[config.mk]
export PLATFORM = sky130hd
export DESIGN_NAME = mdr_fifo
export DESIGN_NICKNAME = d
export VERILOG_FILES = /design/src/rtl/mdr_fifo.sv
export SDC_FILE = /design/constraint.sdc
export NUM_CORES = 1
export LEC_CHECK = 0
export ABC_CLOCK_PERIOD_IN_PS = 6000
export BUFFER_PORTS_ARGS = -buffer_cell sky130_fd_sc_hd__buf_4
export CORE_UTILIZATION = 40
export DETAILED_ROUTE_END_ITERATION = 7
export MAX_ROUTING_LAYER = met4
export PLACE_DENSITY = 0.68
export SLEW_MARGIN = 20
export SYNTH_ARGS = -nofsm -noshare
export SYNTH_HDL_FRONTEND = slang
export SYNTH_SLANG_ARGS = --single-unit
[constraint.sdc]
create_clock -name clk -period 6 [get_ports clk]
set_clock_uncertainty 0.1 [all_clocks]
set_input_delay 0.6 -clock clk [delete_from_list [all_inputs] [get_ports clk]]
set_output_delay 0.6 -clock clk [all_outputs]
set_load 0.1 [all_outputs]
[src/rtl/mdr_fifo.sv]
// Multi-entry memory data register between instruction memory and fetch/decode.
// Registered-state handshakes, occupancy/almost-full reporting and branch-redirect flush.
module mdr_fifo #(
  parameter int DATA_W   = 68,
  parameter int DEPTH    = 4,
  parameter int AF_LEVEL = 3
) (
  input  logic                         clk,
  input  logic                         rst_n,
  input  logic                         flush,
  input  logic                         wr_valid,
  output logic                         wr_ready,
  input  logic [DATA_W-1:0]            wr_data,
  output logic                         rd_valid,
  input  logic                         rd_ready,
  output logic [DATA_W-1:0]            rd_data,
  output logic [$clog2(DEPTH+1)-1:0]   count,
  output logic                         almost_full
);

  localparam int PTR_W = $clog2(DEPTH);
  localparam int CNT_W = $clog2(DEPTH + 1);

  logic [PTR_W-1:0]  wr_ptr_q, wr_ptr_d;
  logic [PTR_W-1:0]  rd_ptr_q, rd_ptr_d;
  logic [CNT_W-1:0]  count_q, count_d;
  logic [DATA_W-1:0] mem_q [DEPTH];
  logic              push, pop;

  // Handshake outputs depend on registered occupancy only, so a full buffer
  // refuses a write even when the head is being consumed in the same cycle.
  assign wr_ready    = (count_q != CNT_W'(DEPTH));
  assign rd_valid    = (count_q != '0);
  assign push        = wr_valid & wr_ready;
  assign pop         = rd_valid & rd_ready;
  assign rd_data     = rd_valid ? mem_q[rd_ptr_q] : '0;
  assign count       = count_q;
  assign almost_full = (count_q >= CNT_W'(AF_LEVEL));

  always_comb begin
    wr_ptr_d = wr_ptr_q;
    rd_ptr_d = rd_ptr_q;
    count_d  = count_q;
    if (flush) begin
      wr_ptr_d = '0;
      rd_ptr_d = '0;
      count_d  = '0;
    end else begin
      if (push) wr_ptr_d = wr_ptr_q + PTR_W'(1);
      if (pop)  rd_ptr_d = rd_ptr_q + PTR_W'(1);
      case ({push, pop})
        2'b10:   count_d = count_q + CNT_W'(1);
        2'b01:   count_d = count_q - CNT_W'(1);
        default: count_d = count_q;
      endcase
    end
  end

  always_ff @(posedge clk) begin
    if (!rst_n) begin
      wr_ptr_q <= '0;
      rd_ptr_q <= '0;
      count_q  <= '0;
    end else begin
      wr_ptr_q <= wr_ptr_d;
      rd_ptr_q <= rd_ptr_d;
      count_q  <= count_d;
    end
  end

  // Storage is not reset; an empty buffer never exposes it.
  always_ff @(posedge clk) begin
    if (rst_n && !flush && push) begin
      mem_q[wr_ptr_q] <= wr_data;
    end
  end

endmodule

==> results of run 1 <==
layout by cell type, fill, tap and decap left out, drive strengths merged:
master / count
edfxtp: 272
buf: 153
and2: 69
mux4: 68
clkbuf: 35
clkinv: 15
dfxtp: 9
inv: 7
nor2: 6
ha: 5
and3: 4
xor2: 4
o31ai: 2
a21oi: 2
nand4: 2
o21ai: 2
or3: 2
diode: 1
or3b: 1
nor2b: 1
a21o: 1
nand2b: 1
nand2: 1
o311ai: 1
fa: 1
bufinv: 1
where the power goes:
part / internal, mW / switching (mW) / total, mW
combinational: 0.112 / 0.301 / 0.413
clock: 0.916 / 0.679 / 1.60
sequential: 2.17 / 0.0113 / 2.18
total: 3.20 / 0.991 / 4.19
worst reg2reg max path, stage by stage (launching register included):
cell and delay (ns):
sky130_fd_sc_hd__dfxtp_1 0.45, sky130_fd_sc_hd__or3b_4 0.44, sky130_fd_sc_hd__and2_0 0.30, sky130_fd_sc_hd__inv_1 0.10
sky130_fd_sc_hd__ha_1 0.19, sky130_fd_sc_hd__inv_1 0.07, sky130_fd_sc_hd__fa_1 0.38, sky130_fd_sc_hd__xor2_1 0.16
sky130_fd_sc_hd__or3_1 0.30, sky130_fd_sc_hd__a21oi_1 0.15
state kept, by name, indices dropped and copies added (netlist names), named ones only:
name and cells:
mem_q 272, rd_ptr_q 2, wr_ptr_q 2, count 3
final timing paths:
path	depth (start not counted)	slack, ns	to
worst max-delay path	4	2.22	rd_data[19]
worst min-delay path	1	0.17	mem_q[3][2]$_DFFE_PP_
worst max register to register	9	3.28	count[2]$_SDFFE_PP0P_
worst min register to register	2	0.42	wr_ptr_q[0]$_SDFFE_PP0P_
through the flow:
stage,setup slack [ns],utilization,hold slack [ns]
6_report,2.22,0.501,0.168
5_1_grt,1.92,0.501,0.143
4_1_cts,2.07,0.496,0.141
3_5_place_dp,2.65,0.464,0.413
3_3_place_gp,2.65,0.464,0.378
2_1_floorplan,1.95,-,0.370
layout make-up:
cell class / instances / area share
clock buffer: 35 / 0.0570
inverter: 7 / 0.00200
timing repair buffer: 153 / 0.0940
clock inverter: 16 / 0.00696
sequential: 281 / 0.636
tap: 335 / 0.0319
antenna: 1 / 0.000191
multi-input combinational: 173 / 0.172
per-layer routing:
metal  up-vias  global-route usage
met5         -                   -
met4         0              0.0386
met3        34              0.0312
met2       163               0.254
met1      2597               0.193
li1       2279                   -
kinds of logic (layout without fill, tap and decap cells):
group           Yosys count  count (layout)  share of synthesized area
compound gates            8               8                    0.00477
xor+xnor                  4               4                    0.00325
fa+ha+maj                 6               6                    0.00767
buf+inv                  31             211                     0.0171
flops                   281             281                      0.776
mux                      68              68                      0.142
other cells               0               1                          0
simple gates             87              87                     0.0494
==> flow_summary.yaml, run 1 <==
die:
  io-pin-count: 147
  die_height_um: 166
  design.core.area_um2: 26200
  row_count: 59
  die-area_um2: 27600
  start_util: 0.411
  dieWidth_um: 166
sta:
  min_period_ns: 3.78
  hold_viol: 0
  timing.max_slew.rel_slack: 0.339
  fmax_ghz: 0.265
  post-route-period-util: 0.630
  final_slew_viol_count: 0
  grt_setup_unrepaired: "false"
  finalSetupViolCount: 0
  worst_slew_pin_slew_ns: 0.992
  finalSetupTns_ns: 0
layout:
  finalNetCount: 723
  share_of_layout_cells_above_drive_strength_1: 0.395
  seq_area_um2: 8360
  post-route-cell-area_um2: 13100
  filler_cell_count: 2112
  layout-area-overhead-vs-synth_pct: 22.0
  post_layout_nonfiller_instances: 1001
  multi_input_comb_area_um2: 2250
global_route:
  grt_pass1_wl_mm: 31.7
  grt_overflow: 0
  maximum_number_of_pins_on_one_net_before_global_route_repair: 70
  grt_antenna_before_repair: 1
  vias_in_the_first_global_route: 5741
  track_usage: 0.153
synth:
  synthCells: 485
  synth-edff-count: 272
  async_flop_share: 0
  mappedNetlistNets: 564
  post-synth-top-area-fraction: 0.759
  yosys-top-cells-count: "272 x sky130_fd_sc_hd__edfxtp_1, 68 x sky130_fd_sc_hd__and2_1, 68 x sky130_fd_sc_hd__mux4_2, 11 x sky130_fd_sc_hd__clkbuf_1"
  synth.distinct_cells: 26
  yosys.area.top_type: "sky130_fd_sc_hd__edfxtp_1"
  synth.avg_cell_area_um2: 22.2
  mappedNetlistArea_um2: 10800
  yosysWarnings: 0
  synth_seq_area_share: 0.776
  ys_seq_elements: 281
  postSynth.topFlopCell: "sky130_fd_sc_hd__edfxtp_1"
  post_synth_main_area_contributors: "sky130_fd_sc_hd__edfxtp_1 76%, sky130_fd_sc_hd__mux4_2 14%, sky130_fd_sc_hd__and2_1 4.0%"
  yosysMostFrequentCell: "sky130_fd_sc_hd__edfxtp_1"
detailed_routing:
  firstDrtPassIters: 6
  dr_total_vias: 5073
  postRouteWirelength_mm: 20.1
  drt-wirelength-per-cell_um: 20.1
  via_per_inst: 5.07
  routed_wire_length_on_met2_mm: 9.94
  detailedRoute.firstIterationViolations: 322
  met3_length_mm: 1.19
  highest-signal-layer: "met4"
  antenna_left: 0
  wirelength_met1_mm: 8.60
  post_route_drc_violation_count: 13
placement:
  dpl_cell_area_um2: 12200
  cell_count_post_placement: 944
  gpl.final_weighted_congestion: 0.718
  place_hpwl_mm: 11.1
  portBuffers: 146
clocking:
  clkSinkCount: 281
  ctsHtreeMaxLevel: 1
  clock-root-buffer: "sky130_fd_sc_hd__clkbuf_16"
  clock_tree_from_tritoncts: "built"
  clk_transition_reported_paths_ns: 0.06
  post-cts-setup-buffer-count: 0
  worst_skew_pair.late_latency_ns: 0.53
  cts_made_buffers: 28
  buffer_levels_on_the_longest_clock_path: 3
  cts_resized: 0
  cts.hold.buffers_added: 0
setup_path:
  setup.worst_path.class: "register to output port"
  critical_path.top_delay_family: "flip-flops"
  worst-endpoint-required_ns: 5.30
  crit_slowest_cell: "sky130_fd_sc_hd__dfxtp_4"
  worst_path_most_repeated_cell: "sky130_fd_sc_hd__buf_4"
  cell_chain_of_the_critical_path: "buf_4 > mux4_2 > and2_1 > buf_4"
  critical-path-max-stage-delay_ns: 1.01
  worst-path-buf-inv: 2
  endpoint_kind: "output port"
  timing.critical_path.fanout_max: 47
  arrival_ns: 3.08
  crit-reg2reg-launch: "count[2]$_SDFFE_PP0P_"
  critical_path.startpoint_type: "register"
pwr:
  power.density_cell_area_nw_per_um2: 319
  p_leak_nw: 4.43
  fin_total_pwr_mw: 4.19
  vdd_ir_drop_max_v: 0.000192
worst_hold_path:
  timing.hold.worst.class: "input port to register"
  hold_path_startpoint: "wr_data[2]"
run_status:
  outcome: "finished, violations left"
  violations_in_the_final_reports: "DRC"
run:
  cap_violations: 0
No activity file was read; power rests on OpenSTA's default activity.
==> run 2: changes to the inputs <==
--- a/config.mk
+++ b/config.mk
@@ -5,12 +5,12 @@
 export SDC_FILE = /design/constraint.sdc
 export NUM_CORES = 1
 export LEC_CHECK = 0
-export ABC_CLOCK_PERIOD_IN_PS = 6000
+export ABC_CLOCK_PERIOD_IN_PS = 3050
 export BUFFER_PORTS_ARGS = -buffer_cell sky130_fd_sc_hd__buf_4
 export CORE_UTILIZATION = 40
 export DETAILED_ROUTE_END_ITERATION = 7
 export MAX_ROUTING_LAYER = met4
-export PLACE_DENSITY = 0.68
+export PLACE_DENSITY = 0.7
 export SLEW_MARGIN = 20
 export SYNTH_ARGS = -nofsm -noshare
 export SYNTH_HDL_FRONTEND = slang
==> constraint.sdc (replaced) <==
create_clock -name clk -period 3.05 [get_ports clk]
set_clock_uncertainty 0.1 [all_clocks]
set_input_delay 0.305 -clock clk [delete_from_list [all_inputs] [get_ports clk]]
set_output_delay 0.305 -clock clk [all_outputs]
set_load 0.1 [all_outputs]
==> flow_summary.yaml, run 2 (synthesized netlist as in run 1, its figures left out) <==
die:
  dieWidth_um: 166
  design.core.area_um2: 26200
  start_util: 0.411
  die_height_um: 166
  die-area_um2: 27600
  io-pin-count: 147
  row_count: 59
placement:
  dp_slack_ns: 0.411
  gpl.final_weighted_congestion: 0.727
  cell_count_post_placement: 954
  portBuffers: 146
  place_hpwl_mm: 11.5
worst_hold_path:
  hold_critical_path_depth: 4
  hold_end: "wr_ptr_q[0]$_SDFFE_PP0P_"
  timing.hold.worst.class: "input port to register"
  hold_path_startpoint: "flush"
sta:
  worst_slew_pin_slew_ns: 0.663
  min_period_ns: 2.81
  post-route-period-util: 0.922
  fmax_ghz: 0.356
  finalSetupTns_ns: 0
  fin_ws_ns: 0.239
  finalSetupViolCount: 0
  hold_viol: 0
  grt_setup_unrepaired: "false"
  timing.max_slew.rel_slack: 0.558
  final_slew_viol_count: 0
setup_path:
  endpoint_kind: "output port"
  timing.critical_path.fanout_max: 29
  ff2ff_path_depth: 9
  critical_path.top_delay_family: "flip-flops"
  worst-path-buf-inv: 2
  critical_path.startpoint_type: "register"
  cell_chain_of_the_critical_path: "buf_12 > mux4_2 > and2_1 > buf_4"
  ff2ff_setup_slack_ns: 0.40
  crit_slowest_cell: "sky130_fd_sc_hd__dfxtp_4"
  crit-reg2reg-launch: "count[2]$_SDFFE_PP0P_"
  arrival_ns: 2.41
  r2r-end: "count[2]$_SDFFE_PP0P_"
  setup.worst_path.class: "register to output port"
  critical-path-max-stage-delay_ns: 0.58
  worst-endpoint-required_ns: 2.64
clocking:
  clock_tree_from_tritoncts: "built"
  clkSinkCount: 281
  post-cts-setup-buffer-count: 0
  cts_resized: 0
  cts_made_buffers: 29
  buffer_levels_on_the_longest_clock_path: 3
  ctsHtreeMaxLevel: 1
  clk_transition_reported_paths_ns: 0.06
  worst_skew_pair.late_latency_ns: 0.53
  clock-root-buffer: "sky130_fd_sc_hd__clkbuf_16"
global_route:
  maximum_number_of_pins_on_one_net_before_global_route_repair: 70
  grt_antenna_before_repair: 0
  grt_overflow: 0
  track_usage: 0.153
  vias_in_the_first_global_route: 5939
  grt_pass1_wl_mm: 32.0
detailed_routing:
  postRouteWirelength_mm: 20.2
  firstDrtPassIters: 8
  detailedRoute.firstIterationViolations: 322
  via_per_inst: 5.03
  post_route_drc_violation_count: 9
  dr_total_vias: 5416
  antenna_left: 0
  drt-wirelength-per-cell_um: 18.7
layout:
  post_layout_nonfiller_instances: 1076
  layout-area-overhead-vs-synth_pct: 30.2
  largest-register: "mem_q"
  finalNetCount: 798
  flip_flop_count_of_the_largest_register_all_copies_and_words_added: 272
  antennaDiodeCount: 0
  final_cell_mix: "272 x sky130_fd_sc_hd__edfxtp_1, 148 x sky130_fd_sc_hd__buf_4, 69 x sky130_fd_sc_hd__dlygate4sd3_1"
  share_of_layout_cells_above_drive_strength_1: 0.387
  mostFrequentLayoutCell: "sky130_fd_sc_hd__edfxtp_1"
pwr:
  vdd_ir_drop_max_v: 0.000440
  power.density_cell_area_nw_per_um2: 617
  p_leak_nw: 4.79
run_status:
  outcome: "finished, violations left"
  violations_in_the_final_reports: "DRC"
run:
  cap_violations: 0
-- run 2: cell count changes in the layout (fill, tap and decap cells not counted), moves of 3 or more --
cell	before	now
sky130_fd_sc_hd__and2_1	68	59
sky130_fd_sc_hd__and2_2	0	9
sky130_fd_sc_hd__buf_12	2	10
sky130_fd_sc_hd__buf_16	3	0
sky130_fd_sc_hd__bufinv_16	1	4
sky130_fd_sc_hd__clkinv_1	11	7
sky130_fd_sc_hd__clkinvlp_4	0	3
sky130_fd_sc_hd__dfxtp_1	7	4
sky130_fd_sc_hd__dfxtp_2	0	3
sky130_fd_sc_hd__dlygate4sd3_1	0	69
-- run 2: per-stage QoR --
step           power (mW)  hold WS [ns]  cell area [um2]   util
2_1_floorplan        4.95         0.304            10800      -
3_3_place_gp         5.18         0.382            12400  0.472
3_5_place_dp         5.20         0.407            12400  0.472
4_1_cts              8.74        0.0637            14000  0.535
5_1_grt              8.91         0.107            14000  0.535
6_report             8.64        0.0910            14000  0.535
-- run 2: cell type report --
cell class | instances | area, um2
Inverter | 7 | 26.3
Tap cell | 335 | 419
Timing Repair Buffer | 227 | 2000
Sequential cell | 281 | 8360
Fill cell | 2009 | 12200
Clock inverter | 19 | 198
Multi-Input combinational cell | 173 | 2260
Clock buffer | 34 | 744
-- run 2: worst max path at each step --
stage	end	cells after the start
2_1_floorplan	count[2]$_SDFFE_PP0P_	9
3_3_place_gp	count[2]$_SDFFE_PP0P_	9
3_5_place_dp	count[2]$_SDFFE_PP0P_	9
4_1_cts	rd_data[49]	4
5_1_grt	rd_data[3]	4
6_report	rd_data[49]	4
-- run 2: repair_timing --
item | CTS | global route
endpoints found under the hold margin | 274 | 0
setup endpoints to repair | 0 | 0
hold buffers | 69 | 0
-- run 2: metal layers --
metal	part of all wire	track usage
met5	0	-
met4	0.017	0.0366
met3	0.056	0.0265
met2	0.51	0.262
met1	0.42	0.191
-- run 2: tightest hold or removal path: stages --
cell                      delay, ns
sky130_fd_sc_hd__buf_4         0.08
sky130_fd_sc_hd__nor2b_1       0.11
sky130_fd_sc_hd__nand2_1       0.10
sky130_fd_sc_hd__o21ai_0       0.07
-- run 2: power breakdown --
part | total (mW) | leakage (nW) | internal [mW] | switching [mW]
Combinational | 0.895 | 1.81 | 0.283 | 0.613
Clock | 3.45 | 0.451 | 2.08 | 1.38
Sequential | 4.29 | 2.53 | 4.27 | 0.0159
Total | 8.64 | 4.79 | 6.63 | 2.01
==> run 3: changes to the inputs <==
--- a/config.mk
+++ b/config.mk
@@ -5,12 +5,12 @@
 export SDC_FILE = /design/constraint.sdc
 export NUM_CORES = 1
 export LEC_CHECK = 0
-export ABC_CLOCK_PERIOD_IN_PS = 3050
+export ABC_CLOCK_PERIOD_IN_PS = 2800
 export BUFFER_PORTS_ARGS = -buffer_cell sky130_fd_sc_hd__buf_4
 export CORE_UTILIZATION = 40
 export DETAILED_ROUTE_END_ITERATION = 7
 export MAX_ROUTING_LAYER = met4
-export PLACE_DENSITY = 0.7
+export PLACE_DENSITY = 0.68
 export SLEW_MARGIN = 20
 export SYNTH_ARGS = -nofsm -noshare
 export SYNTH_HDL_FRONTEND = slang
==> constraint.sdc (replaced) <==
create_clock -name clk -period 2.8 [get_ports clk]
set_clock_uncertainty 0.1 [all_clocks]
set_input_delay 0.28 -clock clk [delete_from_list [all_inputs] [get_ports clk]]
set_output_delay 0.28 -clock clk [all_outputs]
set_load 0.1 [all_outputs]
==> flow_summary.yaml, run 3 (synthesized netlist as in run 1, its figures left out) <==
clocking:
  clock-root-buffer: "sky130_fd_sc_hd__clkbuf_16"
  buffer_levels_on_the_longest_clock_path: 3
  post-cts-setup-buffer-count: 0
  worst_skew_pair.late_latency_ns: 0.53
  clock_tree_from_tritoncts: "built"
  cts_made_buffers: 29
  clkSinkCount: 281
  clk_transition_reported_paths_ns: 0.06
  ctsHtreeMaxLevel: 1
pwr:
  vdd_ir_drop_max_v: 0.000514
  p_leak_nw: 4.76
  switching_share: 0.237
  netSwitchingPower_mw: 2.19
  internal_power_mw: 7.04
  fin_total_pwr_mw: 9.23
  seq_power_share: 0.506
  power_frac_clock: 0.388
  comb_power_share: 0.106
  power.density_cell_area_nw_per_um2: 663
layout:
  flip_flop_count_of_the_largest_register_all_copies_and_words_added: 272
  post_layout_nonfiller_instances: 1073
  layout-area-overhead-vs-synth_pct: 29.3
  final_cell_mix: "272 x sky130_fd_sc_hd__edfxtp_1, 148 x sky130_fd_sc_hd__buf_4, 70 x sky130_fd_sc_hd__dlygate4sd3_1"
  largest-register: "mem_q"
  post-route-util: 0.531
  mostFrequentLayoutCell: "sky130_fd_sc_hd__edfxtp_1"
  antennaDiodeCount: 0
  share_of_layout_cells_above_drive_strength_1: 0.389
  finalNetCount: 796
sta:
  hold_viol: 0
  min_period_ns: 2.65
  finalSetupTns_ns: 0
  timing.max_slew.rel_slack: 0.525
  grt_setup_unrepaired: "false"
  whs_ns: 0.0555
  fmax_ghz: 0.377
  finalSetupViolCount: 0
  worst_slew_pin_slew_ns: 0.712
  final_slew_viol_count: 0
  post-route-period-util: 0.948
setup_path:
  timing.critical_path.fanout_max: 69
  critical-path-max-stage-delay_ns: 0.48
  worst_path_most_repeated_cell: "sky130_fd_sc_hd__buf_4"
  critical_path.top_delay_family: "simple AND/OR/NAND/NOR gates"
  critical_path.startpoint_type: "register"
  crit_slowest_cell: "sky130_fd_sc_hd__or3_2"
  worst-endpoint-required_ns: 2.42
  setup.worst_path.class: "register to output port"
  endpoint_kind: "output port"
  arrival_ns: 2.27
  worst-path-buf-inv: 2
  cell_chain_of_the_critical_path: "or3_2 > buf_4 > and2_2 > buf_4"
die:
  design.core.area_um2: 26200
  die_height_um: 166
  row_count: 59
  dieWidth_um: 166
  start_util: 0.411
  die-area_um2: 27600
  io-pin-count: 147
run:
  cap_violations: 0
detailed_routing:
  dr_total_vias: 5396
  drt-wirelength-per-cell_um: 19.1
  firstDrtPassIters: 6
  via_per_inst: 5.03
  antenna_left: 0
  detailedRoute.firstIterationViolations: 303
  post_route_drc_violation_count: 8
  postRouteWirelength_mm: 20.5
global_route:
  grt_pass1_wl_mm: 32.6
  track_usage: 0.157
  grt_overflow: 0
  maximum_number_of_pins_on_one_net_before_global_route_repair: 70
  vias_in_the_first_global_route: 6000
  grt_antenna_before_repair: 0
placement:
  gpl.final_weighted_congestion: 0.719
  place_hpwl_mm: 11.1
  cell_count_post_placement: 951
  portBuffers: 146
worst_hold_path:
  timing.hold.worst.class: "input port to register"
run_status:
  violations_in_the_final_reports: "DRC"
  outcome: "finished, violations left"
==> run 3: area by class of cell <==
cell class                 count  area [um2]
clock buffer                  34         744
clock inverter                18         151
fill                        2008       12300
inverter                       7        26.3
multi-input combinational    173        2260
sequential                   281        8360
tap                          335         419
timing repair buffer         225        1950
==> run 3: metal layers <==
metal	vias up	routed length, um	GRT usage
met2	146	10600	0.271
li1	2428	-	-
met1	2784	8300	0.188
met5	-	0	-
met4	0	408	0.0435
met3	38	1120	0.0298
==> run 3: timing repair <==
action | CTS | global route
hold endpoints to repair | 274 | 0
resized for setup | 0 | 0
hold buffers | 70 | 0
==> run 3: through the flow <==
| step | cell area, um2 | setup WS, ns |
|---|---|---|
| floorplan | 10800 | 0.00583 |
| global placement | 12300 | 0.398 |
| detailed placement | 12300 | 0.304 |
| CTS | 13900 | 0.0970 |
| global route | 13900 | 0.0229 |
| finish | 13900 | 0.146 |
==> run 3: worst reg2reg max path, stage by stage, from the launching register on <==
cell and delay (ns):
sky130_fd_sc_hd__dfxtp_4 0.38, sky130_fd_sc_hd__or3b_4 0.40, sky130_fd_sc_hd__and2_1 0.24, sky130_fd_sc_hd__inv_1 0.09, sky130_fd_sc_hd__ha_1 0.17, sky130_fd_sc_hd__inv_1 0.07
sky130_fd_sc_hd__fa_1 0.38, sky130_fd_sc_hd__xor2_1 0.16, sky130_fd_sc_hd__or3_1 0.31, sky130_fd_sc_hd__a21oi_1 0.14
==> run 3: final timing paths <==
check                           startpoint                       end  slack [ns]  cells past startpoint
setup / recovery     count[0]$_SDFFE_PP0P_               rd_data[59]        0.15                      4
hold / removal                       flush  wr_ptr_q[1]$_SDFFE_PP0P_        0.06                      4
hold reg to reg   rd_ptr_q[1]$_SDFFE_PP0P_  rd_ptr_q[1]$_SDFFE_PP0P_        0.44                      2
setup reg to reg     count[2]$_SDFFE_PP0P_     count[2]$_SDFFE_PP0P_        0.29                      9
==> run 3: power by group through the flow <==
| stage | Sequential, mW | Clock [mW] | Combinational, mW |
|---|---|---|---|
| 6_report | 4.67 | 3.58 | 0.977 |
| 5_1_grt | 4.67 | 3.85 | 1.02 |
| 4_1_cts | 4.67 | 3.69 | 0.984 |
| 3_5_place_dp | 4.76 | 0 | 0.902 |
| 3_3_place_gp | 4.75 | 0 | 0.888 |
| 2_1_floorplan | 4.77 | 0 | 0.624 |
